$ cat src/rtl/incrementer_8b_pkg.sv
`default_nettype none
// ============================================================================
// incrementer_8b_pkg : shared constants for the registered +1 incrementer
// Revision: 1.0
// ============================================================================
package incrementer_8b_pkg;

  localparam int INC_DEFAULT_WIDTH = 8;

  // Operand that wraps to zero and raises carry-out
  localparam logic [INC_DEFAULT_WIDTH-1:0] INC_ALL_ONES = '1;

endpackage : incrementer_8b_pkg
`default_nettype wire

$ cat src/rtl/half_adder.sv
`default_nettype none
// ============================================================================
// half_adder : one-bit half adder, a single stage of the increment ripple chain
// Revision: 1.0
// ============================================================================
module half_adder (
  input  logic a,
  input  logic b,
  output logic sum,
  output logic carry
);

  assign sum   = a ^ b;
  assign carry = a & b;

endmodule : half_adder
`default_nettype wire

$ cat src/rtl/incrementer_8b.sv
`default_nettype none
// ============================================================================
// incrementer_8b : registered s = a + 1 with carry-out and sticky overflow flag
// Revision: 1.0
// ============================================================================
module incrementer_8b
  import incrementer_8b_pkg::*;
#(
  parameter int WIDTH = INC_DEFAULT_WIDTH
) (
  input  logic             clk,
  input  logic             rst_n,
  input  logic             in_valid,
  input  logic [WIDTH-1:0] a,
  input  logic             ovf_clr,
  output logic             out_valid,
  output logic [WIDTH-1:0] s,
  output logic             cout,
  output logic             ovf_sticky
);

  logic [WIDTH:0]   w_c;
  logic [WIDTH-1:0] w_sum;

  assign w_c[0] = 1'b1;

  generate
    for (genvar i = 0; i < WIDTH; i++) begin : g_chain
      half_adder u_ha (
        .a     (a[i]),
        .b     (w_c[i]),
        .sum   (w_sum[i]),
        .carry (w_c[i+1])
      );
    end
  endgenerate

  logic             valid_d, valid_q;
  logic [WIDTH-1:0] s_d, s_q;
  logic             cout_d, cout_q;
  logic             ovf_d, ovf_q;

  // Operand is only looked at when qualified, so X on an idle bus cannot leak
  always_comb begin
    valid_d = in_valid;
    s_d     = s_q;
    cout_d  = cout_q;
    ovf_d   = ovf_q;
    if (in_valid) begin
      s_d    = w_sum;
      cout_d = w_c[WIDTH];
    end
    if (ovf_clr) begin
      ovf_d = 1'b0;
    end
    if (in_valid && w_c[WIDTH]) begin
      ovf_d = 1'b1;
    end
  end

  always_ff @(posedge clk) begin
    if (!rst_n) begin
      valid_q <= 1'b0;
      s_q     <= '0;
      cout_q  <= 1'b0;
      ovf_q   <= 1'b0;
    end else begin
      valid_q <= valid_d;
      s_q     <= s_d;
      cout_q  <= cout_d;
      ovf_q   <= ovf_d;
    end
  end

  assign out_valid  = valid_q;
  assign s          = s_q;
  assign cout       = cout_q;
  assign ovf_sticky = ovf_q;

endmodule : incrementer_8b
`default_nettype wire

$ cat config.mk
export PLATFORM = sky130hd
export DESIGN_NAME = incrementer_8b
export DESIGN_NICKNAME = d
export VERILOG_FILES = /design/src/rtl/incrementer_8b_pkg.sv /design/src/rtl/half_adder.sv /design/src/rtl/incrementer_8b.sv
export SDC_FILE = /design/constraint.sdc
export NUM_CORES = 1
export LEC_CHECK = 0
export ABC_AREA = 0
export ABC_CLOCK_PERIOD_IN_PS = 1550
export BUFFER_PORTS_ARGS = -buffer_cell sky130_fd_sc_hd__buf_2
export CORE_AREA = 4 4 41 43
export CTS_CLUSTER_DIAMETER = 80
export DETAILED_ROUTE_END_ITERATION = 10
export DIE_AREA = 0 0 45 47
export GPL_ROUTABILITY_DRIVEN = 0
export HOLD_SLACK_MARGIN = 0.08
export PLACE_DENSITY = 0.72
export SLEW_MARGIN = 20
export SYNTH_ARGS = -nofsm -noshare
export SYNTH_HDL_FRONTEND = slang
export SYNTH_SLANG_ARGS = --single-unit
$ cat constraint.sdc
create_clock -name clk -period 1.55 [get_ports clk]
set_input_delay 0.0775 -clock clk [delete_from_list [all_inputs] [get_ports clk]]
set_output_delay 0.0775 -clock clk [all_outputs]
set_load 0.05 [all_outputs]
==> flow_metrics.py, run 1 <==
metrics = {
    "routing": {
        "avgViaCountPerCell": 4.82,
        "drcViolationCount": 0,
        "routed_wirelength_um": 930,
        "average_detailed_routed_wire_length_per_instance_um": 11.3,
        "detailroute.via_count": 395,
        "antenna_left": 0,
        "drt_first_pass_iters": 4,
        "drt-initial-drc-count": 1,
    },
    "synth": {
        "postSynthRegisterBits": 11,
        "synthTopCellsByArea": "sky130_fd_sc_hd__dfxtp_1 45%, sky130_fd_sc_hd__ha_1 18%, sky130_fd_sc_hd__mux2i_1 14%",
        "synth_edf_count": 0,
        "synth.distinct_cells": 11,
        "synthesis.yosys.warnings": 0,
        "synth_top_area_share_pct": 45.0,
        "syn_nets": 61,
        "netlist_top_cells_count": "11 x sky130_fd_sc_hd__dfxtp_1, 7 x sky130_fd_sc_hd__ha_1, 7 x sky130_fd_sc_hd__mux2i_1, 7 x sky130_fd_sc_hd__nor2b_1",
        "post-synth-top-count-cell": "sky130_fd_sc_hd__dfxtp_1",
        "synth-main-ff-cell": "sky130_fd_sc_hd__dfxtp_1",
        "synth_largest_area_cell": "sky130_fd_sc_hd__dfxtp_1",
        "syn_inst": 42,
        "syn-cell-area_sq_um": 489,
        "synth_sequential_area_ratio_pct": 45.0,
        "ys_async_sr_fraction_pct": 0,
        "syn-mean-instance-area_sq_um": 11.6,
    },
    "placed_design": {
        "numPortBuffers": 22,
        "dp_cells": 77,
        "place.detailed.hpwl_um": 731,
    },
    "power": {
        "power_leakage_nw": 0.340,
        "power.density_mw_per_mm2": 906,
        "vdd_ir_drop_max_uv": 501,
    },
    "global_routing": {
        "grt_remaining_overflow": 0,
        "antenna_found_initial": 0,
        "grt_usage_pct": 10.1,
        "grt_first_pass_wirelength_um": 1460,
        "grt_start_max_net_pins": 13,
        "grt_pass1_vias": 353,
    },
    "critical_path": {
        "worst-setup-path-type": "primary input to flip-flop",
        "critPathCaptureType": "flip-flop",
        "crit_path_arrival_time_ns": 1.58,
        "worst_setup_path_start_kind": "primary input",
        "cp.required_ns": 1.71,
        "timing.critical_path.fanout_max": 2,
    },
    "cts": {
        "ctsRootBufferMaster": "sky130_fd_sc_hd__clkbuf_4",
        "clock_latency_ns": 0.26,
        "cts_tree": "done",
        "cts_repair_resize_count": 0,
        "cts_num_sinks": 11,
        "worst_setup_hold_path_clk_slew_ns": 0.07,
        "h-tree-depth": 1,
        "clock_path_buffers": 2,
        "holdBufCountCts": 0,
        "cts_buffers": 3,
        "postCtsSetupRepairBufs": 0,
    },
    "final_layout": {
        "design.final.nets": 87,
        "share_of_cells_above_drive_strength_1_pct": 47.8,
        "utilization_pct": 54.1,
        "area.growth.synth_to_final_pct": 44.0,
        "antenna_cells": 0,
        "finalNonFillerCells": 82,
    },
    "sta": {
        "period_share_pct": 91.7,
        "timing.fmax_ghz": 0.703,
        "final-hold-violation-count": 0,
        "whs_ns": 0.0999,
        "max-slew-margin-rel_pct": 81.4,
        "final_max_slew_viol_count": 0,
        "finalClockSkew_ns": 0,
        "min_clock_period_post_route_ns": 1.42,
        "grt_setup_unrepaired": "no",
        "max_slew.worst_pin.slew_ns": 0.279,
        "finalSetupViolations": 0,
    },
    "die": {
        "die_area_sq_mm": 0.00212,
        "placeableCoreArea_sq_mm": 0.00130,
        "start_util_pct": 37.6,
        "placementRows": 13,
        "die_height_um": 47,
        "floorplan.die.width_um": 45,
        "io_pins": 23,
    },
    "outcome": {
        "outcome": "completed",
    },
    "min_path": {
        "hold_path.class": "primary input to flip-flop",
    },
    "run": {
        "cap_viol_max_count": 0,
    },
}
worst max-delay path, stage by stage:
cell and delay [ns]:
sky130_fd_sc_hd__buf_2 0.11, sky130_fd_sc_hd__ha_1 0.19, sky130_fd_sc_hd__ha_2 0.20, sky130_fd_sc_hd__ha_4 0.17, sky130_fd_sc_hd__ha_4 0.15, sky130_fd_sc_hd__ha_4 0.15
sky130_fd_sc_hd__ha_4 0.15, sky130_fd_sc_hd__ha_4 0.20, sky130_fd_sc_hd__mux2i_1 0.12, sky130_fd_sc_hd__nor2b_1 0.06
logic make-up (layout without fill, tap and decap cells):
group | after synthesis | in the layout | synth area share (%)
muxes | 7 | 7 | 14.3
adders and majority gates | 7 | 7 | 17.9
and+or+nand+nor | 12 | 12 | 14.6
AOI/OAI and AO/OA | 3 | 3 | 5.11
buffers and inverters | 2 | 27 | 3.07
DFF | 11 | 11 | 45.0
worst paths after layout:
kind	from	endpoint	slack (ns)	cells after the start
max	a[0]	s[7]	0.13	10
max reg2reg	s[0]	s[0]	0.93	1
min reg2reg	cout	cout	0.47	2
min	a[0]	s[0]	0.1	3
metrics by stage:
step / cell area (sq um) / total power, mW / TNS (ns) / setup slack, ns
after floorplan: 554 / 0.412 / 0 / 0.00970
after global placement: 668 / 0.450 / -0.227 / -0.141
after detailed placement: 668 / 0.452 / -0.319 / -0.167
after CTS: 694 / 0.648 / 0 / 0.127
after global routing: 704 / 0.678 / 0 / 0.0905
final: 704 / 0.638 / 0 / 0.128
where the power goes:
part | internal (mW) | leakage [nW] | switching [mW]
registers | 0.298 | 0.0906 | 0.00641
logic | 0.0500 | 0.234 | 0.0911
clock network | 0.0994 | 0.0150 | 0.0930
total | 0.448 | 0.340 | 0.190
metal layers:
layer  track usage (%)  share of wire (%)  wire [um]
met2              13.8                 42        393
met5                 0                  0          0
met1              12.6                 43        402
met4              7.02               0.65          6
met3              4.21                 14        127
state kept, by name (all words and copies together), names as in the netlist:
register,cells
cout,1
out_valid,1
ovf_sticky,1
s,8
area by class of cell:
type,count,area (sq um)
Tap cell,15,18.8
Sequential cell,11,220
Multi-Input combinational cell,29,319
Clock buffer,4,26.3
Fill cell,124,597
Timing Repair Buffer,23,120
layout by cell type, fill, tap and decap left out:
cell and instances:
sky130_fd_sc_hd__buf_2 22, sky130_fd_sc_hd__nand2b_1 2, sky130_fd_sc_hd__clkbuf_1 1, sky130_fd_sc_hd__clkbuf_4 3, sky130_fd_sc_hd__and2_2 1, sky130_fd_sc_hd__nor2b_1 7, sky130_fd_sc_hd__ha_4 5, sky130_fd_sc_hd__ha_1 1
sky130_fd_sc_hd__ha_2 1, sky130_fd_sc_hd__mux2i_1 7, sky130_fd_sc_hd__o211a_1 1, sky130_fd_sc_hd__dlygate4sd3_1 1, sky130_fd_sc_hd__dfxtp_1 11, sky130_fd_sc_hd__nand2_1 2, sky130_fd_sc_hd__a21boi_1 2
Note: power is estimated with default switching activity, not from simulation.
==> run 2: changes to the inputs <==
--- a/config.mk
+++ b/config.mk
@@ -15,6 +15,7 @@
 export GPL_ROUTABILITY_DRIVEN = 0
 export HOLD_SLACK_MARGIN = 0.08
 export PLACE_DENSITY = 0.72
+export SETUP_SLACK_MARGIN = 0.2
 export SLEW_MARGIN = 20
 export SYNTH_ARGS = -nofsm -noshare
 export SYNTH_HDL_FRONTEND = slang
==> run 2 against run 1 <==
Effect of this change:
- count of clock-buffer cells in the layout unchanged
- total power grew 0.39%
- global-route usage decreased by 0.37 points
- critical path depth did not move
- first-iteration DRC count increased to 4.0 times the previous value
- via count decreased by 5.1%
- combinational power up 7%
- cell area grew 6.7%
- sequential share of layout area shrank 2.0 points
- hold slack better by 0.042 ns
- non-clock buffer count increased by 1
- clock skew did not move
==> flow_metrics.py, run 2 (same netlist as run 1, synthesis figures left out) <==
metrics = {
    "outcome": {
        "outcome": "completed",
    },
    "die": {
        "placeableCoreArea_sq_mm": 0.00130,
        "placementRows": 13,
        "die_height_um": 47,
        "die_area_sq_mm": 0.00212,
        "io_pins": 23,
        "start_util_pct": 37.6,
        "floorplan.die.width_um": 45,
    },
    "critical_path": {
        "worstReg2RegStart": "s[1]",
        "max_stage_delay_ns": 0.20,
        "worstSetupStartpoint": "a[0]",
        "cp_common_cell": "sky130_fd_sc_hd__ha_4",
        "worstRegToRegCells": 2,
        "crit_path_arrival_time_ns": 1.50,
        "worst_setup_endpoint": "s[7]",
        "worst_setup_path_start_kind": "primary input",
        "regToRegSetupSlack_ns": 0.93,
        "timing.critical_path.fanout_max": 2,
        "cpMaxStageDelayCell": "sky130_fd_sc_hd__ha_4",
        "path_buf_inv": 1,
        "worst-setup-path-type": "primary input to flip-flop",
        "critPathCaptureType": "flip-flop",
        "worstReg2RegEnd": "s[1]",
        "worstPathCellList": "buf_6, ha_4, ha_4, ha_4, ha_4, ha_4, ha_4, ha_4, mux2i_1, nor2b_1",
        "worst_path_dominant_cell_family": "adder cells",
        "cell_depth_of_the_worst_setup_path": 10,
        "cp.required_ns": 1.70,
    },
    "power": {
        "power_switching_mw": 0.186,
        "power.density_mw_per_mm2": 852,
        "vdd_ir_drop_max_uv": 713,
        "clock_power_share_pct": 28.8,
        "share_comb_of_total_power_pct": 23.6,
        "power_leakage_nw": 0.350,
        "power_mw": 0.641,
        "p_int_mw": 0.455,
        "seq_power_share_pct": 47.6,
        "sw_ratio_pct": 29.0,
    },
    "sta": {
        "period_share_pct": 86.6,
        "timing.fmax_ghz": 0.745,
        "max_slew.worst_pin.slew_ns": 0.282,
        "final-hold-violation-count": 0,
        "final_max_slew_viol_count": 0,
        "max-slew-margin-rel_pct": 81.2,
        "min_clock_period_post_route_ns": 1.34,
        "whs_ns": 0.142,
        "finalClockSkew_ns": 0,
        "grt_setup_unrepaired": "yes",
        "finalSetupViolations": 0,
    },
    "cts": {
        "cts_buffers": 3,
        "h-tree-depth": 1,
        "clock_path_buffers": 2,
        "clock_latency_ns": 0.26,
        "cts_tree": "done",
        "worst_setup_hold_path_clk_slew_ns": 0.07,
        "ctsRootBufferMaster": "sky130_fd_sc_hd__clkbuf_4",
        "cts_num_sinks": 11,
        "postCtsSetupRepairBufs": 0,
    },
    "routing": {
        "antenna_left": 0,
        "average_detailed_routed_wire_length_per_instance_um": 11.1,
        "routed_wirelength_um": 922,
        "drcViolationCount": 0,
        "avgViaCountPerCell": 4.52,
        "detailroute.via_count": 375,
        "drt-initial-drc-count": 4,
        "drt_first_pass_iters": 5,
    },
    "final_layout": {
        "final_common_cell": "sky130_fd_sc_hd__buf_2",
        "area.growth.synth_to_final_pct": 53.7,
        "mostFrequentLayoutCells": "20 x sky130_fd_sc_hd__buf_2, 11 x sky130_fd_sc_hd__dfxtp_1, 7 x sky130_fd_sc_hd__mux2i_1, 7 x sky130_fd_sc_hd__nor2b_1, 7 x sky130_fd_sc_hd__ha_4",
        "design.final.nets": 88,
        "number_of_flip_flops_in_the_largest_register": 8,
        "share_of_cells_above_drive_strength_1_pct": 50.0,
        "post-route-cell-area_sq_um": 752,
        "utilization_pct": 57.8,
        "antenna_cells": 0,
        "fillers": 122,
    },
    "global_routing": {
        "grt_busiest_layer": "met2",
        "antenna_found_initial": 0,
        "grt_usage_pct": 9.70,
        "grt_first_pass_wirelength_um": 1470,
        "groute.layer.met3.usage_pct": 2.30,
        "global_route.usage.met1_pct": 11.3,
        "grt_remaining_overflow": 0,
        "met2_usage_pct": 16.4,
        "grt_start_max_net_pins": 13,
        "grt_pass1_vias": 384,
    },
    "placed_design": {
        "place.detailed.hpwl_um": 763,
        "dpl_cell_area_sq_um": 693,
        "numPortBuffers": 22,
    },
    "min_path": {
        "worst_hold_path.num_cells": 2,
        "hold_path.class": "primary input to flip-flop",
    },
    "run": {
        "cap_viol_max_count": 0,
    },
}
## run 2: layout make-up
cell class | count | area [sq um] | area share, %
well taps | 15 | 18.8 | 2.50
clock buffers | 4 | 26.3 | 3.49
multi-input cells | 29 | 344 | 45.8
repair buffers | 24 | 143 | 19.0
flip-flops and latches | 11 | 220 | 29.3
## run 2: what timing repair did
item	4_1_cts	5_1_grt
pin swaps	4	6
endpoints found under the hold margin	2	0
hold buffers	2	0
cloned	0	0
endpoints found under the setup margin	1	1
gates resized for setup	1	1
## run 2: how the worst min path moves through the flow
stage | startpoint | slack [ns] | to
after floorplan | rst_n | 0.23 | ovf_sticky
after global placement | ovf_clr | 0.35 | ovf_sticky
after detailed placement | ovf_clr | 0.35 | ovf_sticky
after CTS | rst_n | 0.14 | s[0]
after global routing | rst_n | 0.16 | s[6]
final | rst_n | 0.14 | s[0]
## run 2: layer usage
| metal | vias up | share of wire [%] |
|---|---|---|
| met5 | - | 0 |
| met2 | 14 | 46 |
| met4 | 0 | 0 |
| met1 | 168 | 47 |
| li1 | 193 | - |
| met3 | 0 | 7.2 |
## run 2: power by group through the flow
| stage | clock network (mW) | logic (mW) | registers (mW) |
|---|---|---|---|
| floorplan | 0 | 0.0491 | 0.367 |
| global placement | 0 | 0.144 | 0.311 |
| detailed placement | 0 | 0.147 | 0.311 |
| CTS | 0.196 | 0.152 | 0.305 |
| global route | 0.205 | 0.163 | 0.307 |
| finish | 0.185 | 0.151 | 0.305 |
## run 2: through the flow
step                setup WS, ns  instances  setup TNS [ns]
floorplan                 0.0798         42               0
global placement         -0.0917         77         -0.0917
detailed placement        -0.114         77          -0.114
CTS                        0.203         83               0
global route               0.162         83               0
finish                     0.207         83               0
==> run 3: changes to the inputs <==
--- a/config.mk
+++ b/config.mk
@@ -9,6 +9,7 @@
 export ABC_CLOCK_PERIOD_IN_PS = 1550
 export BUFFER_PORTS_ARGS = -buffer_cell sky130_fd_sc_hd__buf_2
 export CORE_AREA = 4 4 41 43
+export CTS_BUF_LIST = sky130_fd_sc_hd__clkbuf_4 sky130_fd_sc_hd__clkbuf_8
 export CTS_CLUSTER_DIAMETER = 80
 export DETAILED_ROUTE_END_ITERATION = 10
 export DIE_AREA = 0 0 45 47
==> run 3 against run 2 <==
Effect of this change:
- routed wire length stayed put
- clock skew is the same
- sequential cell count did not move
- register-to-register slack hardly changed
- total power is 2.7% higher
- non-clock buffer count did not move
- count of clock-buffer cells in the layout unchanged
- combinational power about the same
- cell count unchanged
- largest power group unchanged
- highest routed layer unchanged
==> flow_metrics.py, run 3 (same netlist as run 1, synthesis figures left out) <==
metrics = {
    "min_path": {
        "worst_hold_path.num_cells": 2,
        "hold_path.class": "primary input to flip-flop",
        "hold_end": "s[0]",
        "hold_path_startpoint": "rst_n",
    },
    "global_routing": {
        "global_route.usage.met1_pct": 11.3,
        "grt_start_max_net_pins": 13,
        "grt_first_pass_wirelength_um": 1470,
        "grt_usage_pct": 9.70,
        "met2_usage_pct": 16.4,
        "antenna_found_initial": 0,
        "groute.layer.met3.usage_pct": 2.30,
        "grt_pass1_vias": 384,
        "grt_busiest_layer": "met2",
        "grt_remaining_overflow": 0,
    },
    "final_layout": {
        "area.growth.synth_to_final_pct": 54.5,
        "utilization_pct": 58.1,
        "antenna_cells": 0,
        "number_of_flip_flops_in_the_largest_register": 8,
        "mostFrequentLayoutCells": "20 x sky130_fd_sc_hd__buf_2, 11 x sky130_fd_sc_hd__dfxtp_1, 7 x sky130_fd_sc_hd__mux2i_1, 7 x sky130_fd_sc_hd__nor2b_1, 7 x sky130_fd_sc_hd__ha_4",
        "fillers": 121,
        "design.final.nets": 88,
        "share_of_cells_above_drive_strength_1_pct": 51.5,
        "final_common_cell": "sky130_fd_sc_hd__buf_2",
    },
    "sta": {
        "period_share_pct": 86.6,
        "finalClockSkew_ns": 0,
        "setup_ws_ns": 0.207,
        "max-slew-margin-rel_pct": 81.2,
        "finalSetupViolations": 0,
        "grt_setup_unrepaired": "yes",
        "final_max_slew_viol_count": 0,
        "max_slew.worst_pin.slew_ns": 0.282,
        "final-hold-violation-count": 0,
        "timing.fmax_ghz": 0.745,
        "whs_ns": 0.142,
        "min_clock_period_post_route_ns": 1.34,
    },
    "critical_path": {
        "worstReg2RegEnd": "s[1]",
        "worstRegToRegCells": 2,
        "worst-setup-path-type": "primary input to flip-flop",
        "cp.required_ns": 1.70,
        "worstReg2RegStart": "s[1]",
        "cp_common_cell": "sky130_fd_sc_hd__ha_4",
        "max_stage_delay_ns": 0.20,
        "regToRegSetupSlack_ns": 0.93,
        "worstPathCellList": "buf_6, ha_4, ha_4, ha_4, ha_4, ha_4, ha_4, ha_4, mux2i_1, nor2b_1",
        "timing.critical_path.fanout_max": 2,
        "worst_setup_path_start_kind": "primary input",
        "critPathCaptureType": "flip-flop",
        "cpMaxStageDelayCell": "sky130_fd_sc_hd__ha_4",
        "crit_path_arrival_time_ns": 1.50,
    },
    "placed_design": {
        "dp_worst_setup_slack_ns": -0.114,
        "numPortBuffers": 22,
        "place.detailed.hpwl_um": 763,
    },
    "run": {
        "cap_viol_max_count": 0,
    },
    "outcome": {
        "outcome": "completed",
    },
    "routing": {
        "drt-initial-drc-count": 4,
        "antenna_left": 0,
        "drcViolationCount": 0,
        "routed_wirelength_um": 922,
        "detailroute.via_count": 375,
        "average_detailed_routed_wire_length_per_instance_um": 11.1,
        "avgViaCountPerCell": 4.52,
        "drt_first_pass_iters": 5,
    },
    "cts": {
        "cts_buffers": 3,
        "clock_path_buffers": 2,
        "postCtsSetupRepairBufs": 0,
        "worst_setup_hold_path_clk_slew_ns": 0.07,
        "h-tree-depth": 1,
        "cts_num_sinks": 11,
        "cts_tree": "done",
        "ctsRootBufferMaster": "sky130_fd_sc_hd__clkbuf_4",
        "clock_latency_ns": 0.26,
    },
    "power": {
        "power_mw": 0.658,
        "vdd_ir_drop_max_uv": 717,
        "power.density_mw_per_mm2": 871,
        "power_leakage_nw": 0.354,
    },
    "die": {
        "floorplan.die.width_um": 45,
        "die_area_sq_mm": 0.00212,
        "placementRows": 13,
        "io_pins": 23,
        "placeableCoreArea_sq_mm": 0.00130,
        "die_height_um": 47,
        "start_util_pct": 37.6,
    },
}
## run 3: cell counts in the layout (fill, tap and decap cells not counted)
No cell type changed its count.
## run 3: worst max-delay path: cells and delay by family
| family | cells | cell delay (ns) |
|---|---|---|
| multiplexers | 1 | 0.12 |
| buffers and inverters | 1 | 0.10 |
| adder cells (fa/ha/maj) | 7 | 1.14 |
| AND/OR/NAND/NOR | 1 | 0.06 |
## run 3: how the worst max path moves through the flow
stage,start,end,slack (ns),cells after the start
floorplan,a[0],s[7],0.08,9
global placement,a[0],s[7],-0.09,10
detailed placement,a[0],s[7],-0.11,10
CTS,a[1],s[7],0.20,10
global route,a[0],s[7],0.16,10
finish,a[0],s[7],0.21,10
## run 3: per-stage QoR
| step | setup TNS (ns) | cells | instance area (sq um) |
|---|---|---|---|
| after detailed placement | -0.114 | 77 | 693 |
| after floorplan | 0 | 42 | 579 |
| final | 0 | 83 | 756 |
| after global routing | 0 | 83 | 756 |
| after global placement | -0.0917 | 77 | 693 |
| after CTS | 0 | 83 | 749 |
## run 3: power breakdown
| part | switching, mW | internal [mW] | total, mW | leakage [nW] |
|---|---|---|---|---|
| sequential | 0.00644 | 0.298 | 0.305 | 0.0906 |
| combinational | 0.0938 | 0.0574 | 0.151 | 0.245 |
| clock | 0.0855 | 0.117 | 0.202 | 0.0184 |
## run 3: area by class of cell
class | count | area (sq um) | share of cell area, %
multi-input cells | 29 | 344 | 45.5
flip-flops and latches | 11 | 220 | 29.1
repair buffers | 24 | 143 | 18.9
well taps | 15 | 18.8 | 2.48
clock buffers | 4 | 30.0 | 3.97
## run 3: per-layer routing
| layer | wire length, um | up-vias |
|---|---|---|
| met5 | 0 | - |
| met3 | 66 | 0 |
| met4 | 0 | 0 |
| met2 | 426 | 14 |
| met1 | 430 | 168 |
| li1 | - | 193 |
## run 3: repair_timing
action | in CTS | in global routing
hold buffers | 2 | 0
cloned | 0 | 0
gates resized for setup | 1 | 1
endpoints found under the setup margin | 1 | 1
hold endpoints to repair | 2 | 0
pin swaps | 4 | 6
